## src/rtl/serial_feeder_pkg.sv

```systemverilog
// serial_feeder_pkg: shared state type, default word width and counter-width helper
package serial_feeder_pkg;
  typedef enum logic {IDLE, SHIFT} state_t;
  localparam int DEFAULT_WIDTH = 8;
  function automatic int cnt_width(input int w);
    return (w > 1) ? $clog2(w) : 1;
  endfunction
endpackage

```

## src/rtl/serial_bit_cnt.sv

```systemverilog
// serial_bit_cnt: mod-WIDTH bit counter with clear/enable and last-bit flag
// ports: clk, rst_ (async active-low), clr, en, cnt (current bit index), last (cnt == WIDTH-1)
module serial_bit_cnt
  import serial_feeder_pkg::*;
#(
  parameter int WIDTH = DEFAULT_WIDTH
) (
  input  logic                         clk,
  input  logic                         rst_,
  input  logic                         clr,
  input  logic                         en,
  output logic [cnt_width(WIDTH)-1:0]  cnt,
  output logic                         last
);
  localparam int CW = cnt_width(WIDTH);
  logic [CW-1:0] cnt_q, cnt_d;
  assign last = cnt_q == CW'(WIDTH - 1);
  assign cnt  = cnt_q;
  always_comb cnt_d = clr ? '0 : (en ? (last ? '0 : cnt_q + 1'b1) : cnt_q);
  always_ff @(posedge clk or negedge rst_)
    if (!rst_) cnt_q <= '0;
    else       cnt_q <= cnt_d;
endmodule

```

## src/rtl/serial_bit_feeder.sv

```systemverilog
// serial_bit_feeder: valid/ready word loader that streams WIDTH-bit words LSB first, one bit per clock
// ports: clk, rst_ (async active-low), load_valid/load_data/load_ready (word load port),
//        dout/dout_valid/sof (serial stream, sof marks bit 0), busy (shifting)
// SERIAL_FEEDER_LOOP_EN: when defined, the last word repeats until a new one is loaded
module serial_bit_feeder
  import serial_feeder_pkg::*;
#(
  parameter int WIDTH = DEFAULT_WIDTH
) (
  input  logic             clk,
  input  logic             rst_,
  input  logic             load_valid,
  input  logic [WIDTH-1:0] load_data,
  output logic             load_ready,
  output logic             dout,
  output logic             dout_valid,
  output logic             sof,
  output logic             busy
);
  localparam int CW = cnt_width(WIDTH);
  state_t           state_q, state_d;
  logic [WIDTH-1:0] sreg_q, sreg_d, hold_q, hold_d;
  logic             hold_full_q, hold_full_d, load_ready_q;
  logic [CW-1:0]    cnt;
  logic             last, accept;
`ifdef SERIAL_FEEDER_LOOP_EN
  logic [WIDTH-1:0] cur_q, cur_d;
`endif
  serial_bit_cnt #(.WIDTH(WIDTH)) u_cnt (
    .clk  (clk),
    .rst_ (rst_),
    .clr  (!busy),
    .en   (busy),
    .cnt  (cnt),
    .last (last)
  );
  assign busy       = state_q == SHIFT;
  assign dout_valid = busy;
  assign dout       = busy & sreg_q[0];
  assign sof        = busy && cnt == '0;
  assign load_ready = load_ready_q;
  assign accept     = load_valid && load_ready_q;
  always_comb begin
    state_d     = state_q;
    sreg_d      = sreg_q;
    hold_d      = hold_q;
    hold_full_d = hold_full_q;
`ifdef SERIAL_FEEDER_LOOP_EN
    cur_d       = cur_q;
`endif
    if (state_q == IDLE) begin
      if (accept) begin
        sreg_d  = load_data;
`ifdef SERIAL_FEEDER_LOOP_EN
        cur_d   = load_data;
`endif
        state_d = SHIFT;
      end
    end else if (last) begin
      // word boundary: held word first, then a word arriving on this very edge
      if (hold_full_q) begin
        sreg_d      = hold_q;
`ifdef SERIAL_FEEDER_LOOP_EN
        cur_d       = hold_q;
`endif
        hold_full_d = 1'b0;
      end else if (accept) begin
        sreg_d = load_data;
`ifdef SERIAL_FEEDER_LOOP_EN
        cur_d  = load_data;
`endif
      end else begin
`ifdef SERIAL_FEEDER_LOOP_EN
        sreg_d  = cur_q;
`else
        sreg_d  = '0;
        state_d = IDLE;
`endif
      end
    end else begin
      sreg_d = sreg_q >> 1;
      if (accept) begin
        hold_d      = load_data;
        hold_full_d = 1'b1;
      end
    end
  end
  always_ff @(posedge clk or negedge rst_)
    if (!rst_) begin
      state_q      <= IDLE;
      sreg_q       <= '0;
      hold_q       <= '0;
      hold_full_q  <= 1'b0;
      load_ready_q <= 1'b1;
`ifdef SERIAL_FEEDER_LOOP_EN
      cur_q        <= '0;
`endif
    end else begin
      state_q      <= state_d;
      sreg_q       <= sreg_d;
      hold_q       <= hold_d;
      hold_full_q  <= hold_full_d;
      load_ready_q <= !hold_full_d;
`ifdef SERIAL_FEEDER_LOOP_EN
      cur_q        <= cur_d;
`endif
    end
endmodule

```

## config.mk

```make
export PLATFORM = sky130hd
export DESIGN_NAME = serial_bit_feeder
export DESIGN_NICKNAME = d
export VERILOG_FILES = /design/src/rtl/serial_feeder_pkg.sv /design/src/rtl/serial_bit_cnt.sv /design/src/rtl/serial_bit_feeder.sv
export SDC_FILE = /design/constraint.sdc
export NUM_CORES = 1
export LEC_CHECK = 0
export ABC_AREA = 1
export CORE_MARGIN = 2
export CORE_UTILIZATION = 45
export DETAILED_ROUTE_END_ITERATION = 10
export PLACE_DENSITY = 0.67
export REMOVE_ABC_BUFFERS = 1
export SLEW_MARGIN = 30
export SYNTH_ARGS = -nofsm -noshare
export SYNTH_HDL_FRONTEND = slang
export SYNTH_SLANG_ARGS = --single-unit
export TNS_END_PERCENT = 10
```

## constraint.sdc

```tcl
create_clock -name clk -period 2 [get_ports clk]
set_clock_uncertainty 0.1 [all_clocks]
set_input_delay 0.2 -clock clk [delete_from_list [all_inputs] [get_ports clk]]
set_output_delay 0.2 -clock clk [all_outputs]
set_load 0.01 [all_outputs]
```

==> impl_metrics.tcl, run 1 <==
set metrics [dict create \
    result_of_the_run "completed" \
    yosys_warnings 0 \
    numPortBuffers 15 \
    grt_max_degree 23 \
    cts-buffers-inserted 3 \
    start_kind "flip-flop" \
    route.antenna.remaining_nets 0 \
    first_pass_grt_wire_length_mm 4.08 \
    ff2ff_path_depth 6 \
    pwr_density_cell_nw_per_um2 1390 \
    reg2reg_from "u_cnt.cnt[0]" \
    dpl.cell_count 188 \
    worst_hold_path_type "primary input to async pin" \
    die-area_sq_um 3180 \
    met2_track_usage_gr_pct 27.4 \
    postSynthRegisterBits 22 \
    synth.distinct_cells 21 \
    viasPerCell 4.92 \
    ir_worst_vdd_mv 0.710 \
    synthesis.instances 147 \
    async_reset_ff_share_pct 100 \
    global_route.peak_usage_layer "met2" \
    via_total_after_detailed_routing 944 \
    setup_viol 0 \
    slew_headroom_pct 72.2 \
    timing.final.crit_period_ns 1.76 \
    fmax_ghz 0.568 \
    clock_tree.buffer_depth 2 \
    die_y_um 56.4 \
    regToRegEndpoint "hold_q[0]" \
    ff_latch_area_sq_um 553 \
    antenna_violations_before_repair 0 \
    first_global_vias 922 \
    unrepaired_setup_endpoints_after_global_routing "no" \
    hold_viol_final 0 \
    groute.usage.overall_pct 16.4 \
    cts.root.buffer_cell "clkbuf_4" \
    layout.filler_cells 247 \
    number_of_inserted_diodes 0 \
    synth_seq_area_share_pct 44.7 \
    regToRegSetupSlack_ns 0.36 \
    synthTopCellsByCount "nand2_1 (31), inv_1 (25), dfrtp_1 (21)" \
    worstSetupEndpointType "primary output" \
    drive_above_1_share_pct 17.9 \
    worst_slew_pin_slew_ns 0.417 \
    final_net_count 178 \
    cts-htree-levels 1 \
    avgRoutedWirePerCell_um 11.9 \
    pins_over_slew_limit 0 \
    layoutNonFillerInstCount 192 \
    floorplan.rows 18 \
    effective_utilization_at_floorplan_pct 48.5 \
    layout_worst_path_cycle_share_pct 88.1 \
    placedInstanceArea_sq_um 1380 \
    cts_num_sinks 22 \
    cts_tree "yes" \
    gr-total-overflow 0 \
    ys_top_cells_by_area "dfrtp_1 (43%), nand2_1 (9.4%), inv_1 (7.6%)" \
    globalRouteMet1Util_pct 21.7 \
    gr-usage-met3_pct 2.76 \
    yosysTopAreaCell "dfrtp_1" \
    critPathRequiredTime_ns 1.70 \
    areaGrowthSynthToFinish_pct 15.3 \
    multi_input_comb_area_sq_um 532 \
    crit_fanout 8 \
    avgSynthCellArea_sq_um 8.40 \
    core_sq_um 2540 \
    crit_type "flip-flop to primary output" \
    netlist.area_leader.share_pct 42.6 \
    timing.critical_path.arrival_ns 1.46 \
    final_design_area_no_fill_sq_um 1420 \
    maxCapViolCount 0 \
    io_pins 16 \
    timing.setup.tns_ns 0 \
    worst_skew_pair.late_latency_ns 0.30 \
    dp_hpwl_mm 1.70 \
    drc 0 \
    post_cts_buffers 0 \
    crit_start "busy" \
    drt-initial-drc-count 23 \
    routabilityCongestion 0.822 \
    p_leak_nw 0.738 \
    netlist_area_before_placement_sq_um 1230 \
    finalWirelength_mm 2.28 \
    die_width_um 56.4 \
    synth-edff-count 0 \
    synth.most_common_cell "nand2_1" \
    cts_hold_buffers 0 \
    detailedRoute.firstPassIterationCount 4 \
    yosys_most_used_dff "dfrtp_1" \
    clk_pin_slew_ns 0.12 \
]
[where the power goes]
part	total (mW)	internal, mW	leakage (nW)	switching (mW)
Combinational	0.922	0.380	0.446	0.542
Clock	0.246	0.111	0.0210	0.135
Sequential	0.812	0.657	0.271	0.155
Total	1.98	1.15	0.738	0.833
[metal layers]
metal  up-vias  share of wire [%]
met4         0               0.44
met1       446                 47
li1        484                  -
met3         2                2.4
met2        12                 50
met5         -                  0
[cells by family after synthesis]
kind of cell | Yosys count | synth area share, %
adder cells (fa/ha/maj) | 4 | 4.05
buffers and inverters | 32 | 12.3
AND/OR/NAND/NOR | 76 | 31.4
flip-flops | 22 | 44.7
AO/OA/AOI/OAI | 13 | 7.60
[layout by cell type (no fill, tap or decap), drive strengths merged]
cell            n
buf             2
dlymetal6s2s    1
clkdlybuf4s50  14
clkbuf          4
inv            26
ha              4
nand3          11
dfstp           1
nand2          35
nand4           7
dfrtp          21
o21a            1
nor2           23
o21ai          12
[critical path: stages (launching register included)]
cell and delay [ns]:
dfrtp_2 0.51, nand2_1 0.07, inv_1 0.05, clkdlybuf4s50_1 0.52
[metrics by stage]
| stage | hold slack, ns | setup WS [ns] | total power [mW] | utilization, % |
|---|---|---|---|---|
| 2_1_floorplan | -0.196 | 0.409 | 1.46 | - |
| 3_3_place_gp | 0.346 | 0.395 | 1.71 | 54.4 |
| 3_5_place_dp | 0.354 | 0.326 | 1.76 | 54.4 |
| 4_1_cts | 0.116 | 0.0607 | 2.01 | 55.8 |
| 5_1_grt | 0.123 | 0.119 | 2.19 | 55.9 |
| 6_report | 0.120 | 0.239 | 1.98 | 55.9 |
[registers in the layout (all words and copies together), names as in the netlist, named ones only]
register / flops
busy: 1
hold_q: 8
load_ready: 1
sreg_q: 8
u_cnt.cnt: 3
[worst max path at each step]
stage,endpoint,slack (ns),depth (start not counted)
after CTS,sof,0.06,3
final,dout,0.24,3
after floorplan,hold_q[0],0.41,5
after global routing,dout,0.12,3
after global placement,hold_q[3],0.39,6
after detailed placement,hold_q[0],0.33,6
[what timing repair did]
action / 4_1_cts / 5_1_grt
endpoints found under the setup margin: 0 / 2
resized for setup: 0 / 2
endpoints found under the hold margin: 0 / 0
[layout make-up]
cell class,count,share of cell area (%)
tap,30,2.64
clock buffer,4,2.55
sequential,22,38.8
timing repair buffer,17,11.8
inverter,26,6.85
multi-input combinational,93,37.3
(Power assumes the default switching activity.)
==> inputs of run 2 (changes only) <==
- CORE_MARGIN: 2 -> 5
- CORE_UTILIZATION: 45 -> 35
- PLACE_DENSITY: 0.67 -> unset
==> run 2 against run 1 <==
Net effect: maximum frequency fell by 6.0%; final cell count rose by 8.9%; total power fell by 1.2%; critical path depth rose by 2; setup slack got worse by 0.11 ns; highest routed layer unchanged.
==> impl_metrics.tcl, run 2 (same netlist as run 1, synthesis figures left out) <==
set metrics [dict create \
    areaGrowthSynthToFinish_pct 16.4 \
    ff2ff_path_depth 6 \
    layout_worst_path_cycle_share_pct 93.6 \
    routabilityCongestion 0.760 \
    pwr_density_cell_nw_per_um2 1360 \
    first_global_vias 1034 \
    grt_max_degree 16 \
    worst_skew_pair.late_latency_ns 0.30 \
    die_y_um 69.4 \
    route.antenna.remaining_nets 0 \
    multi_input_comb_area_sq_um 532 \
    antenna_violations_before_repair 0 \
    number_of_inserted_diodes 0 \
    result_of_the_run "completed" \
    gr-total-overflow 0 \
    avgRoutedWirePerCell_um 12.0 \
    clock_tree.buffer_depth 2 \
    layout.filler_cells 342 \
    effective_utilization_at_floorplan_pct 36.4 \
    ff_latch_area_sq_um 552 \
    floorplan.rows 21 \
    crit_fanout 3 \
    cts-htree-levels 1 \
    numPortBuffers 15 \
    dp_hpwl_mm 1.92 \
    timing.critical_path.arrival_ns 1.57 \
    cts_resized 0 \
    critPathRequiredTime_ns 1.70 \
    setup_viol 0 \
    timing.setup.tns_ns 0 \
    detailedRoute.firstPassIterationCount 5 \
    regToRegEndpoint "hold_q[3]" \
    fin_total_pwr_mw 1.96 \
    finalWirelength_mm 2.51 \
    die_width_um 69.4 \
    final_net_count 179 \
    drt-initial-drc-count 34 \
    die-area_sq_um 4820 \
    dpl.cell_count 205 \
    post_cts_buffers 0 \
    fmax_ghz 0.534 \
    worst_slew_pin_slew_ns 0.493 \
    worstSetupEndpointType "primary output" \
    start_kind "flip-flop" \
    cts.root.buffer_cell "clkbuf_4" \
    viasPerCell 4.62 \
    first_pass_grt_wire_length_mm 4.73 \
    core_sq_um 3390 \
    worst_hold_path_type "primary input to async pin" \
    timing.final.crit_period_ns 1.87 \
    cts-buffers-inserted 3 \
    layoutNonFillerInstCount 209 \
    cts_num_sinks 22 \
    groute.usage.overall_pct 12.0 \
    clk_pin_slew_ns 0.12 \
    layout.cells.most_common_list "nand2_1 (31), inv_1 (25), dfrtp_1 (21)" \
    cts_tree "yes" \
    drive_above_1_share_pct 17.2 \
    pins_over_slew_limit 0 \
    p_leak_nw 0.721 \
    reg2reg_from "u_cnt.cnt[0]" \
    ir_worst_vdd_mv 0.420 \
    io_pins 16 \
    crit_type "flip-flop to primary output" \
    maxCapViolCount 0 \
    via_total_after_detailed_routing 966 \
    drc 0 \
    mostFrequentLayoutCell "nand2_1" \
    slew_headroom_pct 67.0 \
    unrepaired_setup_endpoints_after_global_routing "no" \
    cts_hold_buffers 0 \
    hold_viol_final 0 \
    regToRegSetupSlack_ns 0.37 \
]
==> run 2: changes by cell type in the layout (fill, tap and decap cells not counted), sizes merged <==
cell / change
buf: +1
clkdlybuf4s50: +1
dlymetal6s2s: -1
==> run 2: worst max-delay path by stage <==
stage / startpoint / endpoint / slack [ns] / depth (start not counted)
after global routing: u_cnt.cnt[0] / sof / 0.02 / 5
after CTS: u_cnt.cnt[0] / sof / 0.09 / 5
after floorplan: busy / hold_q[0] / 0.41 / 5
after detailed placement: load_valid / hold_q[3] / 0.32 / 6
final: u_cnt.cnt[0] / sof / 0.13 / 5
after global placement: load_valid / hold_q[3] / 0.37 / 6
==> run 2: metal layers <==
layer / track usage [%] / vias to the layer above / part of all wire, %
met5: 0 / - / 0
met4: 5.86 / 0 / 1.7
met3: 1.30 / 4 / 2.0
met2: 20.7 / 19 / 52
met1: 14.8 / 461 / 44
li1: - / 482 / -
==> run 2: stage by stage <==
stage / cell area, sq um / hold slack (ns) / util (%) / setup slack (ns)
2_1_floorplan: 1180 / -0.196 / - / 0.409
3_3_place_gp: 1410 / 0.347 / 41.6 / 0.374
3_5_place_dp: 1410 / 0.367 / 41.6 / 0.323
4_1_cts: 1440 / 0.125 / 42.4 / 0.0890
5_1_grt: 1440 / 0.132 / 42.4 / 0.0177
6_report: 1440 / 0.111 / 42.4 / 0.127
==> run 2: critical path, stage by stage, from the launching register on <==
cell and delay, ns:
dfrtp_1 0.41, inv_1 0.06, ha_1 0.13, nand2_1 0.05
nor2_1 0.08, clkdlybuf4s50_1 0.54
==> run 2: cell type report <==
type                    instances  area share, %
repair buffers                 18           12.0
multi-input cells              93           37.0
well taps                      46           4.00
clock buffers                   4           1.83
flip-flops and latches         22           38.4
inverters                      26           6.79
==> run 2: power by group <==
part           internal, mW  switching, mW  total [mW]
Clock                0.0777          0.128       0.205
Sequential            0.657          0.151       0.807
Combinational         0.387          0.557       0.944
Total                  1.12          0.835        1.96
